$ cat src/rtl/rgb_fader.sv
// ---------------------------------------------------------------------------
// rgb_fader
//
// Fades a three-channel 8-bit colour from its current value toward a target.
// The colour changes only at PWM cycle starts of the downstream RGB PWM
// controller. A rising edge on sync is one tick. Every STEP_DIV ticks, one
// fade step moves each channel toward its target by up to the latched step
// size. A channel never overshoots its target.
//
// Parameters
//   STEP_DIV        sync ticks per fade step (1..16)
//   INIT_R/G/B      colour loaded at reset
//
// Ports
//   clk                      clock, all logic on posedge
//   rst                      synchronous reset, active-low
//   sync                     PWM cycle-start strobe (may be several clks wide)
//   tgt_r/g/b[7:0]           target colour
//   step_i[3:0]              per-step increment (0 is treated as 1)
//   tgt_valid                target/step valid
//   tgt_ready                idle and out of reset, a new target can be taken
//   rcolor_o/gcolor_o/bcolor_o[7:0]  current colour to the PWM controller
//   busy                     fade in progress
//   done                     one-cycle pulse when the fade completes
// ---------------------------------------------------------------------------
module rgb_fader #(
   parameter int unsigned STEP_DIV = 4,
   parameter logic [7:0]  INIT_R   = 8'd0,
   parameter logic [7:0]  INIT_G   = 8'd0,
   parameter logic [7:0]  INIT_B   = 8'd0
) (
   input  logic       clk,
   input  logic       rst,
   input  logic       sync,
   input  logic [7:0] tgt_r,
   input  logic [7:0] tgt_g,
   input  logic [7:0] tgt_b,
   input  logic [3:0] step_i,
   input  logic       tgt_valid,
   output logic       tgt_ready,
   output logic [7:0] rcolor_o,
   output logic [7:0] gcolor_o,
   output logic [7:0] bcolor_o,
   output logic       busy,
   output logic       done
);

   typedef enum logic {
      IDLE = 1'b0,
      FADE = 1'b1
   } state_e;

   localparam logic [3:0] DIV_LAST = 4'(STEP_DIV - 1);

   state_e     state_q, state_d;
   logic       sync_q;
   logic [3:0] div_cnt_q, div_cnt_d;
   logic [7:0] tgt_r_q, tgt_r_d;
   logic [7:0] tgt_g_q, tgt_g_d;
   logic [7:0] tgt_b_q, tgt_b_d;
   logic [3:0] step_q, step_d;
   logic [7:0] r_q, r_d;
   logic [7:0] g_q, g_d;
   logic [7:0] b_q, b_d;
   logic       done_q, done_d;

   logic       tick;
   logic       all_eq;
   logic       accept;

   // Moves one channel toward its target by at most step. The comparison
   // against the remaining distance clamps the result, so no wrap is possible.
   function automatic logic [7:0] fade_step(input logic [7:0] cur,
                                            input logic [7:0] tgt,
                                            input logic [3:0] step);
      logic [7:0] stp;
      stp = {4'd0, step};
      if (cur < tgt) begin
         if ((tgt - cur) <= stp) fade_step = tgt;
         else                    fade_step = cur + stp;
      end else if (cur > tgt) begin
         if ((cur - tgt) <= stp) fade_step = tgt;
         else                    fade_step = cur - stp;
      end else begin
         fade_step = cur;
      end
   endfunction

   // A sync held high for several clks yields a single tick.
   assign tick   = sync & ~sync_q;
   assign all_eq = (r_q == tgt_r_q) && (g_q == tgt_g_q) && (b_q == tgt_b_q);

   // Ready is masked by reset, so no accept can occur while rst is low.
   assign tgt_ready = (state_q == IDLE) && rst;
   assign busy      = (state_q == FADE);
   assign accept    = tgt_valid && tgt_ready;

   always_comb begin
      state_d   = state_q;
      div_cnt_d = div_cnt_q;
      tgt_r_d   = tgt_r_q;
      tgt_g_d   = tgt_g_q;
      tgt_b_d   = tgt_b_q;
      step_d    = step_q;
      r_d       = r_q;
      g_d       = g_q;
      b_d       = b_q;
      done_d    = 1'b0;

      case (state_q)
         IDLE: begin
            if (accept) begin
               tgt_r_d   = tgt_r;
               tgt_g_d   = tgt_g;
               tgt_b_d   = tgt_b;
               step_d    = (step_i == 4'd0) ? 4'd1 : step_i;
               div_cnt_d = 4'd0;
               state_d   = FADE;
            end
         end
         FADE: begin
            // Completion takes priority over a coincident tick: no step is
            // needed once every channel sits on its target.
            if (all_eq) begin
               state_d = IDLE;
               done_d  = 1'b1;
            end else if (tick) begin
               if (div_cnt_q == DIV_LAST) begin
                  div_cnt_d = 4'd0;
                  r_d       = fade_step(r_q, tgt_r_q, step_q);
                  g_d       = fade_step(g_q, tgt_g_q, step_q);
                  b_d       = fade_step(b_q, tgt_b_q, step_q);
               end else begin
                  div_cnt_d = div_cnt_q + 4'd1;
               end
            end
         end
         default: state_d = IDLE;
      endcase
   end

   always_ff @(posedge clk) begin
      if (!rst) begin
         state_q   <= IDLE;
         sync_q    <= 1'b0;
         div_cnt_q <= 4'd0;
         tgt_r_q   <= INIT_R;
         tgt_g_q   <= INIT_G;
         tgt_b_q   <= INIT_B;
         step_q    <= 4'd1;
         r_q       <= INIT_R;
         g_q       <= INIT_G;
         b_q       <= INIT_B;
         done_q    <= 1'b0;
      end else begin
         state_q   <= state_d;
         sync_q    <= sync;
         div_cnt_q <= div_cnt_d;
         tgt_r_q   <= tgt_r_d;
         tgt_g_q   <= tgt_g_d;
         tgt_b_q   <= tgt_b_d;
         step_q    <= step_d;
         r_q       <= r_d;
         g_q       <= g_d;
         b_q       <= b_d;
         done_q    <= done_d;
      end
   end

   assign rcolor_o = r_q;
   assign gcolor_o = g_q;
   assign bcolor_o = b_q;
   assign done     = done_q;

endmodule

$ cat config.mk
export PLATFORM = sky130hd
export DESIGN_NAME = rgb_fader
export DESIGN_NICKNAME = d
export VERILOG_FILES = /design/src/rtl/rgb_fader.sv
export SDC_FILE = /design/constraint.sdc
export NUM_CORES = 1
export LEC_CHECK = 0
export ABC_CLOCK_PERIOD_IN_PS = 8600
export CORE_MARGIN = 2
export CORE_UTILIZATION = 40
export DETAILED_ROUTE_END_ITERATION = 10
export DONT_BUFFER_PORTS = 1
export GPL_TIMING_DRIVEN = 0
export PLACE_DENSITY = 0.64
export SLEW_MARGIN = 0
export SYNTH_ARGS = -nofsm -noshare
export SYNTH_HDL_FRONTEND = slang
export SYNTH_SLANG_ARGS = --single-unit
export TNS_END_PERCENT = 10
$ cat constraint.sdc
create_clock -name clk -period 8.6 [get_ports clk]
set_input_delay 1.72 -clock clk [delete_from_list [all_inputs] [get_ports clk]]
set_output_delay 1.72 -clock clk [all_outputs]
set_load 0.1 [all_outputs]
Word-level counts from Yosys, hierarchy flattened
Index checks and enable logic that the tools add are counted.

$add $sub $neg: 13. Multipliers: 0. Divide/modulo/power cells: 0. $lt $le $gt $ge: 12. Equal/unequal tests: 7. Shifts and indexed selects: 0. Mux-type cells: 22. Bitwise gates (word level): 4. Reduce and logical (&&, ||, !) cells: 14.

Operators by type and width (number): two-way mux 8 bit (12); <= comparator 8 x 4 -> 1 bit (6); subtractor 8 bit (6); adder 8 x 4 -> 8 bit (3); equality test 8 bit (3); > comparator 8 bit (3); < comparator 8 bit (3); subtractor 8 x 4 -> 8 bit (3); two-way mux 4 bit (5); AND reduction 5 bit (3); case mux 4 bit (2 select lines) (1); nonzero test 2 bit (3); adder 4 x 1 -> 4 bit (second input constant) (1); equality test 4 x 2 -> 1 bit (second input constant) (1); logical AND 1 bit (4); zero test 4 bit (1); != test 2 bit (second input constant) (2); AND reduction 2 bit (2); two-way mux 1 bit (3); inverter 1 bit (3); AND reduction 3 bit (1); != test 2 x 1 -> 1 bit (second input constant) (1); case mux 1 bit (2 select lines) (1); bitwise AND 1 bit (1).

Flip-flop bits (word level): 59. Latch bits: 0. RAM bits: 0. Memory bits (read-only): 0. Input port bits: 32. Output and inout bits: 27. Memories: 0.

Depth between registers and ports, before layout
Gate-level depths: netlist of run 1.

Word-level depth: 5. Gate-level depth with buffers: 16. Gate-level depth less buffers: 15.

Least setup slack after synthesis of run 1
Ideal clock, no wire load.

Kind: input port to output port. Start point: in rst. End point: out tgt_ready. Data arrival time: 3054 ps. Required time: 6880 ps. Path slack: 3826 ps. Stages: 2. Buffers on the path: 0. Path through: inv_1 > nor2_1.

Word-level cells in the longest chain between the ends: 1.

RTL lines: start, declared (RTL line 33) `input logic rst,`; logical AND 1 bit (RTL line 94) `assign tgt_ready = (state_q == IDLE) && rst;`; end, declared (RTL line 40) `output logic tgt_ready,`.

Every way passes these cells.

Final worst setup path of run 1
Start point: reg r_q[4] (netlist: rcolor_o[4]). End point: reg r_q[6] (netlist: rcolor_o[6]).

Word-level cells in the longest chain between the ends: 5. Elaborated cells between the ends (all ways): 18. Those cells by class: 4 x add/sub; 4 x order compare; 1 x eq/ne; 4 x mux; 1 x bitwise; 4 x reduce/logical.

RTL lines: start, declared (RTL line 62) `logic [7:0] r_q, r_d;`; start signal, assigned (RTL line 163) `r_q <= r_d;`; subtractor 8 bit / equality test 8 bit (equally long branches) (RTL line 82, 91); <= comparator 8 x 4 -> 1 bit / logical AND 1 bit (equally long branches) (RTL line 82, 91); two-way mux 8 bit / logical AND 1 bit (equally long branches) (RTL line 82, 91); two-way mux 8 bit / inverter 1 bit (equally long branches); two-way mux 8 bit / AND reduction 5 bit (equally long branches).

Several ways; a longest one is shown, not always the timed one. The select of a mux whose other input is x is not followed. A chain may end at the register's enable or synchronous reset.

==> reports/metrics.cfg, run 1 <==
[outcome]
status=finished, final reports clean

[pwr]
power_density_nw_per_um2=154
p_comb_frac=0.328
p_int_uw=712
netSwitchingFraction=0.348
worst_ir_drop_vdd_uv=78.8
p_leak_nw=2.95
p_clk_frac=0.397
p_sw_uw=379
pwr-share-seq=0.274

[detailed_routing]
wl_per_cell_um=17.3
vias=6066
drt_pass1_iterations=5
drc=0
drt_iter0_drc=422
postRouteAntennaNets=0
wl_um=18500
vias_per_cell=5.67

[yosys]
synthCells=836
synth_top_family_by_area=compound AO/OA/AOI/OAI gates
synth_flop_cell=dfxtp_1
yosysSeqAreaShare=0.184
synth-simple-area-share=0.199
syn_area_um2=6430
synth_compound_area_frac=0.267
yosysWarnings=0
async_flop_share=0
synthAdderAreaFrac=0.214
avgSynthCellArea_um2=7.69
synth-xor-area-share=0.0340
synth-seq-cells=59
ys_types=71
synth_edf_count=0
syn-num-nets=971
muxShareOfSynthArea=0.0263

[timing]
finalClockSkew_ns=0.0124
hold_viol=0
maxSlewViolCount=0
finalSetupViolations=0
tightest_slew_ns=1.35
finalCritPeriodShare=0.592
slew_headroom=0.0891
setup-tns-final_ns=0
min_period_ns=5.09
rsz0062_at_grt=false
max_freq_mhz=197

[critical_path]
cp-start-kind=register
cp.arrival_ns=5.30
worst_ep_required_time_ns=8.81
end_kind=register
r2r_end=rcolor_o[6]
ff2ff_path_depth=14
cp_max_fo=10
critPathMaxStageDelay_ns=1.15
r2r_slack_ns=3.51
rr_startpoint=rcolor_o[4]
critical_path.cell_chain=clkbuf_1, inv_1, ha_1, buf_2, nand4_1, nor2_1, nand3_1, nor4bb_1, and2_1, clkbuf_1, buf_2, nand4_1, nor4_1, a211oi_2
slowest_stage=nor4bb_1
path_class=reg -> reg

[final_layout]
drive_gt1_frac=0.0562
layout_common_cells=91 x ha_1, 89 x inv_1, 72 x nand2_1
final_nets=984
fin_area_um2=7080
final_cells=1070
final_common_cell=ha_1
area_growth_pct=10.2
n_antenna_cell=0

[placement]
numPlacedInstances=1054
hpwl_um=14400
port_buffers=0
placed_area_um2=6740
place_congestion=0.939

[global_route]
grt_overflow=0
grt_pass1_vias=5592
grt_util_all_layers=0.219
grt_pass1_wl_um=29400
grt_max_degree=14
antenna_found_initial=0

[cts]
ctsHoldBuffers=0
root_buffer=clkbuf_16
cts_setup_buffers=0
clk_latency_ns=0.34
path_clk_slew_ns=0.06
clockBufferDepth=2
tritoncts=built
cts_sinks=59
cts_made_buffers=9
cts.htree.levels=3
cts_resized=0

[die]
core_area_um2=15800
start_util=0.406
dieArea_um2=17100
dieHeight_um=131
die_w_um=131
ios=59
std_cell_rows=46

[min_path]
holdPathStages=2
worstHoldEndpoint=div_cnt_q[3]
hold_path_class=reg -> reg
min-delay-start=div_cnt_q[3]

[job]
maxCapViolCount=0

==> logic make-up after synthesis <==
logic type | count (synthesis)
simple gates | 257
compound gates | 251
buf+inv | 125
fa+ha+maj | 103
flops | 59
xor+xnor | 25
mux | 16
==> state kept, by name, summed over array words and instances (netlist names) <==
name	count
sync_q	1
busy	1
tgt_g_q	8
div_cnt_q	4
tgt_r_q	8
rcolor_o	8
done	1
tgt_b_q	8
gcolor_o	8
step_q	4
bcolor_o	8
==> final cells by class <==
cell class | instances | area, um^2
Buffer | 36 | 150
Clock buffer | 9 | 225
Clock inverter | 7 | 124
Fill cell | 1604 | 8740
Inverter | 89 | 334
Multi-Input combinational cell | 652 | 4770
Sequential cell | 59 | 1180
Tap cell | 216 | 270
Timing Repair Buffer | 2 | 31.3
==> layer usage <==
| metal | routed length [um] | part of all wire | track usage | up-vias |
|---|---|---|---|---|
| met2 | 8680 | 0.47 | 0.361 | 151 |
| met4 | 354 | 0.019 | 0.0620 | 0 |
| met1 | 8670 | 0.47 | 0.300 | 2839 |
| li1 | - | - | - | 3051 |
| met3 | 812 | 0.044 | 0.0322 | 25 |
| met5 | 0 | 0 | 0 | - |
==> cells in the mapped netlist, drive strengths merged (7+ instances only) <==
library cell,instances,area share
nand4,16,0.016
o22ai,11,0.011
o31ai,31,0.038
nor2,62,0.036
and2,11,0.011
a221oi,9,0.013
mux2,7,0.012
ha,91,0.18
nand3,11,0.0086
xor2,8,0.011
a211oi,13,0.018
o21ai,44,0.034
nand2,72,0.042
mux2i,9,0.014
a31oi,11,0.011
buf,10,0.0080
inv,89,0.052
xnor2,17,0.023
dfxtp,59,0.18
fa,12,0.037
and3,8,0.0078
a21oi,61,0.048
nand2b,24,0.023
nor3,19,0.015
nor2b,10,0.0097
clkbuf,26,0.015
a21o,11,0.013
==> critical path, delay by kind of cell (launching register included) <==
kind / cells / cell delay, ns
buffers and inverters: 5 / 1.25
AO/OA/AOI/OAI: 1 / 0.05
adder cells (fa/ha/maj): 1 / 0.33
AND/OR/NAND/NOR: 7 / 2.34
flip-flops: 1 / 0.98
==> through the flow <==
step	util	power [mW]	worst slack (ns)	hold slack [ns]
2_1_floorplan	-	0.577	3.83	0.454
3_3_place_gp	0.423	0.652	3.57	0.475
3_5_place_dp	0.426	0.659	3.60	0.477
4_1_cts	0.448	1.09	3.56	0.485
5_1_grt	0.448	1.15	3.26	0.505
6_report	0.448	1.09	3.51	0.484
==> worst max path at each step <==
stage          slack (ns)  cells after the start     endpoint        start
2_1_floorplan        3.83                      2    tgt_ready          rst
3_3_place_gp         3.57                     14  rcolor_o[6]  rcolor_o[4]
3_5_place_dp         3.60                     14  bcolor_o[0]  bcolor_o[1]
4_1_cts              3.56                     14  bcolor_o[0]  bcolor_o[1]
5_1_grt              3.26                     13  rcolor_o[6]  bcolor_o[4]
6_report             3.51                     14  rcolor_o[6]  rcolor_o[4]
==> power by group through the flow <==
| stage | clock network (mW) | logic (mW) | registers (mW) |
|---|---|---|---|
| 3_5_place_dp | 0 | 0.353 | 0.305 |
| 2_1_floorplan | 0 | 0.277 | 0.300 |
| 6_report | 0.434 | 0.358 | 0.299 |
| 4_1_cts | 0.439 | 0.356 | 0.299 |
| 3_3_place_gp | 0 | 0.347 | 0.305 |
| 5_1_grt | 0.450 | 0.401 | 0.301 |
(Power assumes the default switching activity.)
==> run 2: changes to the inputs <==
- ABC_CLOCK_PERIOD_IN_PS: 8600 -> 5100
- clock period: 8.6 -> 5.1 ns (I/O delays scaled with it)
==> run 2 against run 1 <==
Combinational power is 69% higher. First-iteration DRC count is 6.4% higher. Flip-flop and latch count stayed put. Power is 69% higher. Largest cell class unchanged. Count of clock-buffer cells in the layout stayed put. Sequential share of layout area hardly changed. Highest routed layer unchanged. Worst hold slack hardly changed. Largest power group unchanged. Setup slack worse by 3.3 ns. Wire length is 0.43% higher.
==> reports/metrics.cfg, run 2 (synthesis gave the netlist of run 1 again) <==
[final_layout]
fill_cells=1602
final_nets=984
n_antenna_cell=0
final_common_cell=ha_1
area_growth_pct=10.3
drive_gt1_frac=0.0609
layout_common_cells=91 x ha_1, 89 x inv_1, 72 x nand2_1

[detailed_routing]
wl_um=18600
vias_per_cell=5.67
postRouteAntennaNets=0
wl_per_cell_um=17.4
drt_iter0_drc=449
drt_pass1_iterations=5
vias=6066
drc=0

[die]
start_util=0.406
core_area_um2=15800
die_w_um=131
ios=59
dieHeight_um=131
std_cell_rows=46
dieArea_um2=17100

[critical_path]
end_kind=register
ff2ff_path_depth=15
cp.arrival_ns=5.18
critical_path.cell_chain=inv_1, ha_1, clkbuf_1, o21ai_0, a21oi_1, nor2_1, ha_1, a211o_1, a31oi_1, o21ai_0, nor4b_1, nand2_1, mux2i_1, mux2_2, o22ai_1
r2r_slack_ns=0.18
path_class=reg -> reg
r2r_end=bcolor_o[0]
slowest_stage=dfxtp_1
cp-start-kind=register
critPathMaxStageDelay_ns=1.08
cp_max_fo=10
worst_ep_required_time_ns=5.36
rr_startpoint=bcolor_o[3]

[cts]
clockBufferDepth=2
path_clk_slew_ns=0.06
cts_setup_buffers=0
ctsHoldBuffers=0
cts_made_buffers=9
clk_latency_ns=0.34
cts.htree.levels=3
cts_resized=0
root_buffer=clkbuf_16
tritoncts=built
cts_sinks=59

[timing]
maxSlewViolCount=0
hold_slack_ns=0.484
hold_viol=0
tightest_slew_ns=1.24
finalCritPeriodShare=0.964
rsz0062_at_grt=true
finalSetupViolations=0
max_freq_mhz=203
slew_headroom=0.170
worst_slack_ns=0.183
finalClockSkew_ns=0.0126
min_period_ns=4.92

[global_route]
grt_max_degree=14
grt_util_all_layers=0.219
grt_overflow=0
antenna_found_initial=0
grt_pass1_wl_um=29400
grt_pass1_vias=5592

[pwr]
netSwitchingFraction=0.348
p_comb_frac=0.328
p_leak_nw=2.95
pwr-share-seq=0.274
power_density_nw_per_um2=260
worst_ir_drop_vdd_uv=134
p_clk_frac=0.398
power_mw=1.84
p_int_mw=1.20
p_sw_uw=642

[placement]
dp_slack_ns=0.100
place_congestion=0.939
port_buffers=0
hpwl_um=14400

[min_path]
hold_path_class=reg -> reg
min-delay-start=div_cnt_q[3]
holdPathStages=2
worstHoldEndpoint=div_cnt_q[3]

[outcome]
status=finished, final reports clean

[job]
maxCapViolCount=0

## run 2: cell counts in the layout (fill, tap and decap cells not counted)
Identical to the previous run, type by type.
## run 2: worst max-delay path by stage
stage                     depth (start not counted)   startpoint  slack, ns          end
final                                            15  bcolor_o[3]       0.18  bcolor_o[0]
after global routing                             15  bcolor_o[3]      -0.09  bcolor_o[0]
after CTS                                        14  bcolor_o[1]       0.06  bcolor_o[0]
after detailed placement                         14  bcolor_o[1]       0.10  bcolor_o[0]
after global placement                           14  rcolor_o[4]       0.07  rcolor_o[6]
after floorplan                                  13  rcolor_o[1]       0.79  rcolor_o[5]
## run 2: area by class of cell
type                       count  area (um^2)  share of cell area
multi-input combinational    652         4770               0.673
sequential                    59         1180               0.167
inverter                      89          334              0.0471
tap                          216          270              0.0381
clock buffer                   9          225              0.0317
buffer                        36          150              0.0212
clock inverter                 7          124              0.0175
timing repair buffer           2         31.3             0.00441
## run 2: through the flow
stage	TNS [ns]	instance area, um^2	utilization	cells
global route	-0.0904	7090	0.448	1070
global placement	0	6700	0.423	1052
CTS	0	7080	0.448	1070
floorplan	0	6430	-	836
detailed placement	0	6740	0.426	1054
finish	0	7090	0.448	1070
## run 2: worst max-delay path: cells and delay by family (launching register included)
family	cells	cell delay (ns)
compound gates	6	1.12
flops	1	1.08
mux	2	0.94
simple gates	3	0.72
fa+ha+maj	2	0.53
buf+inv	2	0.44
## run 2: per-layer routing
layer	up-vias	wire length, um	GRT usage	share of wire
li1	3043	-	-	-
met1	2835	8620	0.300	0.46
met2	166	8700	0.361	0.47
met3	22	925	0.0322	0.050
met4	0	347	0.0620	0.019
met5	-	0	0	0
## run 2: power by group through the flow
stage          Combinational, mW  Clock, mW  Sequential (mW)
6_report                   0.604      0.734            0.505
5_1_grt                    0.676      0.759            0.507
4_1_cts                    0.600      0.740            0.505
3_5_place_dp               0.596          0            0.515
3_3_place_gp               0.585          0            0.514
2_1_floorplan              0.467          0            0.507
